===== src/rtl/evm_result_display.sv =====
// ---------------------------------------------------------------------------
// evm_result_display
//
// Purpose:
//   Result viewer for the voting machine. The operator steps through the
//   twelve tally counters with next/prev buttons. The selected tally is
//   converted to packed BCD by a bit-serial double-dabble engine and
//   published as a parallel word. The same word is also scanned onto a
//   multiplexed 7-segment display.
//
// Ports:
//   clk, rst_n            clock, asynchronous active-low reset
//   show_next, show_prev  conditioned button levels; rising edge steps index
//   counter_*             twelve CNT_W-bit tally inputs (index map below)
//   sel_idx               currently selected tally index (0..11)
//   bcd_out, bcd_idx      latest BCD result (digit 0 in [3:0]) and its index
//   bcd_valid             one-cycle pulse when bcd_out/bcd_idx update
//   busy                  conversion in progress (LOAD/SHIFT)
//   an, seg               one-hot digit enable and gfedcba segments, active high
//
// Index map: 0 A, 1 B, 2 total, 3 DC_A, 4 DC_B, 5 DC_total,
//            6 MD_A, 7 MD_B, 8 MD_total, 9 VA_A, 10 VA_B, 11 VA_total
//
// Build option:
//   LEADING_ZERO_BLANK_EN  when defined, digits above the most significant
//                          nonzero digit are blanked (digit 0 never blanks).
// ---------------------------------------------------------------------------
module evm_result_display #(
    parameter int CNT_W       = 29,
    parameter int DIGITS      = 9,
    parameter int REFRESH_CYC = 1024,
    parameter int SCAN_DIV    = 16
) (
    input  logic                clk,
    input  logic                rst_n,
    input  logic                show_next,
    input  logic                show_prev,
    input  logic [CNT_W-1:0]    counter_A,
    input  logic [CNT_W-1:0]    counter_B,
    input  logic [CNT_W-1:0]    counter_total,
    input  logic [CNT_W-1:0]    counter_DC_A,
    input  logic [CNT_W-1:0]    counter_DC_B,
    input  logic [CNT_W-1:0]    counter_DC_total,
    input  logic [CNT_W-1:0]    counter_MD_A,
    input  logic [CNT_W-1:0]    counter_MD_B,
    input  logic [CNT_W-1:0]    counter_MD_total,
    input  logic [CNT_W-1:0]    counter_VA_A,
    input  logic [CNT_W-1:0]    counter_VA_B,
    input  logic [CNT_W-1:0]    counter_VA_total,
    output logic [3:0]          sel_idx,
    output logic [4*DIGITS-1:0] bcd_out,
    output logic [3:0]          bcd_idx,
    output logic                bcd_valid,
    output logic                busy,
    output logic [DIGITS-1:0]   an,
    output logic [6:0]          seg
);

    localparam int BCD_W  = 4 * DIGITS;
    localparam int BIT_W  = $clog2(CNT_W);
    localparam int REF_W  = $clog2(REFRESH_CYC);
    localparam int SCAN_W = $clog2(SCAN_DIV);
    localparam int POS_W  = $clog2(DIGITS);
    localparam logic [3:0] LAST_IDX = 4'd11;

    typedef enum logic [1:0] {IDLE, LOAD, SHIFT, DONE} state_t;

    state_t             state_q, state_d;
    logic               nextSync_q, nextDly_q, prevSync_q, prevDly_q;
    logic [3:0]         selIdx_q, selIdx_d;
    logic               pending_q, pending_d;
    logic [REF_W-1:0]   refCnt_q;
    logic [CNT_W-1:0]   binShift_q;
    logic [BCD_W-1:0]   acc_q;
    logic [3:0]         convIdx_q;
    logic [BIT_W-1:0]   bitCnt_q;
    logic [BCD_W-1:0]   bcdOut_q;
    logic [3:0]         bcdIdx_q;
    logic               dispEn_q;
    logic [SCAN_W-1:0]  scanDiv_q;
    logic [POS_W-1:0]   scanPos_q;

    logic               stepNext, stepPrev, refTick, lastShift, blankDigit;
    logic [CNT_W-1:0]   selTally;
    logic [BCD_W-1:0]   adjAcc, accShifted;
    logic [3:0]         curDigit;

    // Button levels are registered twice; a rising edge is a 1 in the first
    // stage with a 0 behind it. Simultaneous next+prev edges cancel out.
    always_ff @(posedge clk or negedge rst_n) begin
        if (!rst_n) begin
            nextSync_q <= 1'b0;
            nextDly_q  <= 1'b0;
            prevSync_q <= 1'b0;
            prevDly_q  <= 1'b0;
        end else begin
            nextSync_q <= show_next;
            nextDly_q  <= nextSync_q;
            prevSync_q <= show_prev;
            prevDly_q  <= prevSync_q;
        end
    end

    assign stepNext = (nextSync_q & ~nextDly_q) & ~(prevSync_q & ~prevDly_q);
    assign stepPrev = (prevSync_q & ~prevDly_q) & ~(nextSync_q & ~nextDly_q);

    // Selected index walks 0..11 with wrap in both directions.
    always_comb begin
        selIdx_d = selIdx_q;
        if (stepNext) begin
            selIdx_d = (selIdx_q == LAST_IDX) ? 4'd0 : selIdx_q + 4'd1;
        end else if (stepPrev) begin
            selIdx_d = (selIdx_q == 4'd0) ? LAST_IDX : selIdx_q - 4'd1;
        end
    end

    // Free-running refresh counter; its terminal count requests a reconversion.
    assign refTick = (refCnt_q == REF_W'(REFRESH_CYC - 1));

    // Single-entry request flag. A new request in the same cycle that IDLE
    // consumes the old one wins, so no request is ever dropped.
    always_comb begin
        pending_d = pending_q;
        if (state_q == IDLE && pending_q) begin
            pending_d = 1'b0;
        end
        if (stepNext || stepPrev || refTick) begin
            pending_d = 1'b1;
        end
    end

    // Index, request flag and refresh counter state.
    always_ff @(posedge clk or negedge rst_n) begin
        if (!rst_n) begin
            selIdx_q  <= 4'd0;
            pending_q <= 1'b1;
            refCnt_q  <= '0;
        end else begin
            selIdx_q  <= selIdx_d;
            pending_q <= pending_d;
            refCnt_q  <= refTick ? '0 : refCnt_q + REF_W'(1);
        end
    end

    // Tally multiplexer, sampled only while in LOAD.
    always_comb begin
        selTally = '0;
        case (selIdx_q)
            4'd0:    selTally = counter_A;
            4'd1:    selTally = counter_B;
            4'd2:    selTally = counter_total;
            4'd3:    selTally = counter_DC_A;
            4'd4:    selTally = counter_DC_B;
            4'd5:    selTally = counter_DC_total;
            4'd6:    selTally = counter_MD_A;
            4'd7:    selTally = counter_MD_B;
            4'd8:    selTally = counter_MD_total;
            4'd9:    selTally = counter_VA_A;
            4'd10:   selTally = counter_VA_B;
            4'd11:   selTally = counter_VA_total;
            default: selTally = '0;
        endcase
    end

    // Double-dabble step: add 3 to every digit >= 5, then shift the binary
    // MSB into the bottom of the BCD accumulator.
    always_comb begin
        adjAcc = acc_q;
        for (int d = 0; d < DIGITS; d++) begin
            if (acc_q[4*d +: 4] >= 4'd5) begin
                adjAcc[4*d +: 4] = acc_q[4*d +: 4] + 4'd3;
            end
        end
        accShifted = {adjAcc[BCD_W-2:0], binShift_q[CNT_W-1]};
    end

    assign lastShift = (bitCnt_q == BIT_W'(CNT_W - 1));

    // Conversion FSM state register.
    always_ff @(posedge clk or negedge rst_n) begin
        if (!rst_n) begin
            state_q <= IDLE;
        end else begin
            state_q <= state_d;
        end
    end

    // Conversion FSM next-state and status outputs.
    always_comb begin
        state_d   = state_q;
        busy      = 1'b0;
        bcd_valid = 1'b0;
        case (state_q)
            IDLE: begin
                if (pending_q) begin
                    state_d = LOAD;
                end
            end
            LOAD: begin
                busy    = 1'b1;
                state_d = SHIFT;
            end
            SHIFT: begin
                busy = 1'b1;
                if (lastShift) begin
                    state_d = DONE;
                end
            end
            DONE: begin
                bcd_valid = 1'b1;
                state_d   = IDLE;
            end
            default: state_d = IDLE;
        endcase
    end

    // Conversion datapath. The result registers load on the final shift so
    // that bcd_out is already current during the DONE (bcd_valid) cycle.
    always_ff @(posedge clk or negedge rst_n) begin
        if (!rst_n) begin
            binShift_q <= '0;
            acc_q      <= '0;
            convIdx_q  <= 4'd0;
            bitCnt_q   <= '0;
            bcdOut_q   <= '0;
            bcdIdx_q   <= 4'd0;
        end else begin
            case (state_q)
                LOAD: begin
                    binShift_q <= selTally;
                    acc_q      <= '0;
                    convIdx_q  <= selIdx_q;
                    bitCnt_q   <= '0;
                end
                SHIFT: begin
                    acc_q      <= accShifted;
                    binShift_q <= {binShift_q[CNT_W-2:0], 1'b0};
                    bitCnt_q   <= bitCnt_q + BIT_W'(1);
                    if (lastShift) begin
                        bcdOut_q <= accShifted;
                        bcdIdx_q <= convIdx_q;
                    end
                end
                default: ;
            endcase
        end
    end

    // Display scan: stays dark until the first result exists, then rotates
    // through the digits without ever restarting on a new result.
    always_ff @(posedge clk or negedge rst_n) begin
        if (!rst_n) begin
            dispEn_q  <= 1'b0;
            scanDiv_q <= '0;
            scanPos_q <= '0;
        end else begin
            if (state_q == DONE) begin
                dispEn_q <= 1'b1;
            end
            if (dispEn_q) begin
                if (scanDiv_q == SCAN_W'(SCAN_DIV - 1)) begin
                    scanDiv_q <= '0;
                    scanPos_q <= (scanPos_q == POS_W'(DIGITS - 1)) ? '0
                                                                   : scanPos_q + POS_W'(1);
                end else begin
                    scanDiv_q <= scanDiv_q + SCAN_W'(1);
                end
            end
        end
    end

    // Digit currently being shown.
    always_comb begin
        curDigit = 4'd0;
        for (int d = 0; d < DIGITS; d++) begin
            if (scanPos_q == POS_W'(d)) begin
                curDigit = bcdOut_q[4*d +: 4];
            end
        end
    end

`ifdef LEADING_ZERO_BLANK_EN
    logic [POS_W-1:0] msdPos;

    // Highest nonzero digit position; zero when the whole value is zero so
    // digit 0 always stays visible.
    always_comb begin
        msdPos = '0;
        for (int d = 1; d < DIGITS; d++) begin
            if (bcdOut_q[4*d +: 4] != 4'd0) begin
                msdPos = POS_W'(d);
            end
        end
    end

    assign blankDigit = (scanPos_q > msdPos);
`else
    assign blankDigit = 1'b0;
`endif

    function automatic logic [6:0] hexToSeg(input logic [3:0] v);
        case (v)
            4'h0: return 7'h3F;
            4'h1: return 7'h06;
            4'h2: return 7'h5B;
            4'h3: return 7'h4F;
            4'h4: return 7'h66;
            4'h5: return 7'h6D;
            4'h6: return 7'h7D;
            4'h7: return 7'h07;
            4'h8: return 7'h7F;
            4'h9: return 7'h6F;
            4'hA: return 7'h77;
            4'hB: return 7'h7C;
            4'hC: return 7'h39;
            4'hD: return 7'h5E;
            4'hE: return 7'h79;
            default: return 7'h71;
        endcase
    endfunction

    assign an      = dispEn_q ? (DIGITS'(1) << scanPos_q) : '0;
    assign seg     = (dispEn_q && !blankDigit) ? hexToSeg(curDigit) : 7'h00;
    assign sel_idx = selIdx_q;
    assign bcd_out = bcdOut_q;
    assign bcd_idx = bcdIdx_q;

endmodule


===== config.mk =====
export PLATFORM = sky130hd
export DESIGN_NAME = evm_result_display
export DESIGN_NICKNAME = d
export VERILOG_FILES = /design/src/rtl/evm_result_display.sv
export SDC_FILE = /design/constraint.sdc
export NUM_CORES = 1
export LEC_CHECK = 0
export BUFFER_PORTS_ARGS = -buffer_cell sky130_fd_sc_hd__buf_4
export CORE_AREA = 2 2 161 163
export CTS_CLUSTER_SIZE = 8
export DETAILED_ROUTE_END_ITERATION = 10
export DIE_AREA = 0 0 163 165
export PLACE_DENSITY = 0.66
export RECOVER_POWER = 25
export SKIP_CTS_REPAIR_TIMING = 1
export SYNTH_ARGS = -nofsm -noshare
export SYNTH_HDL_FRONTEND = slang
export SYNTH_SLANG_ARGS = --single-unit
export TNS_END_PERCENT = 1

===== constraint.sdc =====
create_clock -name clk -period 3.45 [get_ports clk]
set_input_delay 0.345 -clock clk [delete_from_list [all_inputs] [get_ports clk]]
set_output_delay 0.345 -clock clk [all_outputs]
set_load 0.02 [all_outputs]

## Word-level counts from Yosys, hierarchy flattened

Memory sizes are Yosys's and may differ from the RTL's.
Index checks and enable logic that the tools add are counted.

| cells by class | value |
|---|---|
| multiply operators | 0 |
| $lt $le $gt $ge | 9 |
| div/mod/pow operators | 0 |
| shifts and indexed selects | 1 |
| reductions and logical operators | 13 |
| bitwise gates (word level) | 8 |
| mux-type cells | 38 |
| add/sub/neg operators | 15 |
| eq/ne operators | 27 |

Operators by type and width:

| cell | count |
|---|---|
| one-hot mux 29 bit (12 select lines) | 1 |
| 2-to-1 mux 4 bit | 23 |
| one-hot mux 36 bit (2 select lines) | 1 |
| one-hot mux 29 bit (2 select lines) | 1 |
| >= comparator 4 x 3 -> 1 bit, second input constant | 9 |
| adder 4 x 2 -> 4 bit, second input constant | 8 |
| equality test 4 x 3 -> 1 bit, second input constant | 8 |
| equality test 4 bit, second input constant | 6 |
| equality test 4 x 2 -> 1 bit, second input constant | 4 |
| adder 4 x 1 -> 4 bit, second input constant | 3 |
| adder 10 x 1 -> 10 bit, second input constant | 1 |
| equality test 10 bit, second input constant | 1 |
| 2-to-1 mux 10 bit | 1 |
| one-hot mux 5 bit (2 select lines) | 1 |
| 2-to-1 mux 9 bit | 1 |
| left shift 1 x 4 -> 9 bit, first input constant | 1 |
| equality test 4 x 1 -> 1 bit, second input constant | 2 |
| zero test 4 bit | 2 |
| one-hot mux 2 bit (4 select lines) | 1 |
| 2-to-1 mux 7 bit | 1 |
| AND reduction 2 bit | 3 |
| nonzero test 2 bit | 3 |
| adder 5 x 1 -> 5 bit, second input constant | 1 |
| equality test 5 bit, second input constant | 1 |
| 14 further kinds | 27 |

| word-level totals | value |
|---|---|
| register bits after elaboration | 144 |
| word-level logic and storage cells | 129 |
| bits in writable memories | 0 |
| bits in latches | 0 |
| memories kept | 1 |
| output and inout bits | 62 |
| input port bits | 352 |
| ROM bits | 112 |

Memory list:

| name | words | width | rd ports | clocked after memory_dff | write ports | line | source |
|---|---|---|---|---|---|---|---|
| (no name shown) | 16 | 7 | 1 | 0 | 0 | 302 | `case (v)` |

## Longest topological paths before layout

An unclocked memory read counts as a cell.

| logic depth | value |
|---|---|
| depth in word-level cells | 12 |
| depth in mapped cells | 13 |
| mapped depth without buffers | 12 |

## Worst setup path before layout

Ideal clock, no wire load.

| timing | value |
|---|---|
| kind | register -> output |
| from | register scanPos_q[1] |
| to | output seg[0] |
| required time | 3105 ps |
| buffers on the path | 1 |
| cell stages (with the launch flop) | 10 |
| arrival time | 2807 ps |
| setup slack | 298 ps |
| cells stage by stage | dfrtp_1 -> inv_1 -> ha_1 -> buf_2 -> a221oi_1 -> nor3_1 -> o31ai_1 -> inv_1 -> ha_1 -> o31ai_1 |

| on the way | value |
|---|---|
| longest elaborated chain between the ends | 12 |
| elaborated cells between the ends (all ways) | 20 |
| classes of those cells | 8 x eq/ne; 10 x mux; 1 x reduce/logical; 1 x memory |

RTL lines:

| element | line | source |
|---|---|---|
| start: declaration | 81 | `logic [POS_W-1:0] scanPos_q;` |
| start signal: assignment | 263 | `scanPos_q <= (scanPos_q == POS_W'(DIGITS - 1)) ? '0` |
| zero test 4 bit | 276 | `if (scanPos_q == POS_W'(d)) begin` |
| 2-to-1 mux 4 bit (8 in series) | 276 |  |
| 2-to-1 mux 4 bit * | 276 |  |
| memory read (16 x 7 bit) * | n/a |  |
| 2-to-1 mux 7 bit * | 323 | `assign seg = (dispEn_q && !blankDigit) ? hexToSeg(curDigit) : 7'h00;` |
| end: declaration | 56 | `output logic [6:0] seg` |

Every way passes the cells marked *; elsewhere a longest branch is shown, timed or not.

## Final worst setup path

| timing | value |
|---|---|
| from | register scanPos_q[1] |
| to | output seg[4] |

The elaborated chain is that of the path after synthesis.

==> impl_metrics.env <==
export IMPL_final_setup_tns_ns=0
export IMPL_nNetsFinal=1847
export IMPL_ant_nets=0
export IMPL_cts_tree="done"
export IMPL_p_leak_uw=0.00641
export IMPL_p_per_area_nw_per_um2=699
export IMPL_grt_pass1_vias=10189
export IMPL_slowest_stage="dfrtp_2"
export IMPL_crit_top_cell="buf_4"
export IMPL_synth_async_sr_flop_share_pct=100
export IMPL_yosysUniqueCellTypes=62
export IMPL_pin_count=414
export IMPL_holdWs_ns=0.0412
export IMPL_violations="max-capacitance violations, max-slew violations"
export IMPL_area_growth_pct=43.7
export IMPL_tightest_slew_ns=1.64
export IMPL_hold_path_class="in -> reg"
export IMPL_drtIter0Drc=1163
export IMPL_fin_crit_sh_pct=99.2
export IMPL_clk_pin_slew_ns=0.06
export IMPL_start_util_pct=38.3
export IMPL_clock_sinks=144
export IMPL_drive_above_1_share_pct=35.4
export IMPL_min_period_ns=3.42
export IMPL_setup_violations=0
export IMPL_synthTopCellsByArea="dfrtp_1 (37%), a22o_1 (8.9%), a221oi_1 (8.6%)"
export IMPL_wl_per_cell_um=26.2
export IMPL_vias=10686
export IMPL_synth_seq_area_share_pct=37.6
export IMPL_fin_skew_ns=0.0125
export IMPL_clock_root_buffer="clkbuf_16"
export IMPL_wl_um=47100
export IMPL_drc=0
export IMPL_syn_num_nets=1454
export IMPL_die_h_um=165
export IMPL_arrival_ns=3.08
export IMPL_netlist_area_leader_share_pct=37.3
export IMPL_netlist_area_um2=9600
export IMPL_clockBufferDepth=2
export IMPL_port_buffers=413
export IMPL_grt_overflow_total=0
export IMPL_first_pass_iters=6
export IMPL_antenna_found_initial=8
export IMPL_die_x_um=163
export IMPL_rsz0062_at_grt="yes"
export IMPL_place_gp_congestion=0.993
export IMPL_critPathRequiredTime_ns=3.11
export IMPL_netlist_top_cells_count="dfrtp_1 (143), a22o_1 (97), a221oi_1 (94)"
export IMPL_yosysMostFrequentCell="dfrtp_1"
export IMPL_core_region_area_um2=25000
export IMPL_critPathBufInv=4
export IMPL_path_cells="inv_4 -> ha_4 -> buf_4 -> a211o_1 -> a221oi_2 -> o32ai_4 -> buf_4 -> ha_1 -> mux2_2 -> o221a_2 -> buf_4"
export IMPL_fmax_mhz=292
export IMPL_cp_top_family="compound AO/OA/AOI/OAI gates"
export IMPL_hold_violations=0
export IMPL_grt_first_pass_wirelength_um=65800
export IMPL_slowest_delay_ns=0.43
export IMPL_rows=58
export IMPL_die_area_um2=26900
export IMPL_ir_worst_vdd_v=0.000483
export IMPL_grt_util_all_layers_pct=33.6
export IMPL_synth_edff_count=0
export IMPL_outcome="finished with violations"
export IMPL_synth_seq_cells=144
export IMPL_dpl_hpwl_um=37600
export IMPL_cp_start_kind="flop"
export IMPL_slew_violations=59
export IMPL_syn_avg_cell_area_um2=9.08
export IMPL_worstSkewPairLatency_ns=0.43
export IMPL_htree_levels=4
export IMPL_synth_top_area_cell="dfrtp_1"
export IMPL_total_power_uw=9650
export IMPL_syn_inst=1057
export IMPL_cts_buffers_inserted=17
export IMPL_crit_type="reg -> out"
export IMPL_ys_warn_count=0
export IMPL_cp_end_kind="output pin"
export IMPL_relSlewSlack_pct=-9.47
export IMPL_cap_violations=1
export IMPL_synth_ff_type="dfrtp_1"
export IMPL_crit_fanout=10
export IMPL_vias_per_cell=5.94
export IMPL_grt_start_max_net_pins=87
-- registers in the layout, indices dropped and copies added (netlist names) --
| name | cells |
|---|---|
| pending_q | 1 |
| prevDly_q | 1 |
| prevSync_q | 1 |
| refCnt_q | 10 |
| bitCnt_q | 5 |
| sel_idx | 4 |
| convIdx_q | 4 |
| nextSync_q | 1 |
| scanPos_q | 4 |
| bcd_out | 36 |
| acc_q | 36 |
| binShift_q | 29 |
| nextDly_q | 1 |
| bcd_idx | 4 |
| scanDiv_q | 4 |
| state_q | 2 |
| dispEn_q | 1 |
-- through the flow --
| step | cells | utilization (%) | setup slack, ns | area, um^2 |
|---|---|---|---|---|
| floorplan | 1057 | - | 0.298 | 9600 |
| CTS | 1792 | 54.8 | -0.105 | 13700 |
| global placement | 1760 | 52.4 | 0.379 | 13100 |
| finish | 1798 | 55.1 | 0.0290 | 13800 |
| detailed placement | 1760 | 52.4 | 0.332 | 13100 |
| global route | 1793 | 55.0 | -0.0345 | 13800 |
-- cell usage in the layout, fill, tap and decap left out, types with 31 or more instances in the layout --
master	n
ha_1	37
a221oi_1	91
a21oi_1	73
mux2i_1	32
inv_1	74
a31oi_1	31
buf_4	433
a22o_1	97
nor2_1	39
dfrtp_1	141
nand2_1	85
o21ai_0	71
-- worst register-to-register path, stage by stage, from the launching register on --
cell,delay (ns)
dfrtp_1,0.48
inv_1,0.19
ha_1,0.23
nor3b_2,0.68
buf_4,0.35
buf_4,0.24
a22o_1,0.15
a221oi_1,0.04
a31oi_1,0.23
a21oi_1,0.06
mux2i_1,0.18
-- layout make-up --
| type | count | area [um^2] |
|---|---|---|
| multi-input combinational | 753 | 5480 |
| tap | 330 | 413 |
| inverter | 80 | 305 |
| sequential | 144 | 3610 |
| fill | 2359 | 11200 |
| timing repair buffer | 454 | 3370 |
| antenna | 5 | 12.5 |
| clock inverter | 12 | 158 |
| clock buffer | 20 | 447 |
-- where the power goes --
group / switching [uW] / total, uW / internal [uW] / leakage (uW)
Sequential: 306 / 2320 / 2010 / 0.00190
Combinational: 3090 / 5410 / 2320 / 0.00423
Clock: 755 / 1920 / 1160 / 0.000287
Total: 4150 / 9650 / 5500 / 0.00641
-- cell families after synthesis --
logic type | share of synthesized area (%)
AO/OA/AOI/OAI | 31.7
XOR/XNOR | 1.82
adder cells (fa/ha/maj) | 5.87
buffers and inverters | 6.73
flip-flops | 37.6
multiplexers | 5.37
AND/OR/NAND/NOR | 11.0
-- worst paths after layout --
check                                 end  depth (start not counted)  slack (ns)    startpoint
setup / recovery                   seg[4]                         11        0.03  scanPos_q[1]
hold / removal                 nextSync_q                          1        0.04     show_next
setup reg to reg           binShift_q[20]                         10        0.52    sel_idx[0]
hold reg to reg                 nextDly_q                          0        0.38    nextSync_q
max in group asynchronous       pending_q                          3        1.35         rst_n
min in group asynchronous    scanPos_q[2]                          2        0.89         rst_n
-- layer usage --
layer  global-route usage [%]  wire, um
met5                        0        53
met4                     7.00       847
met3                     15.2      6600
met2                     47.7     19900
met1                     46.8     19600
No activity file was read; power rests on OpenSTA's default activity.
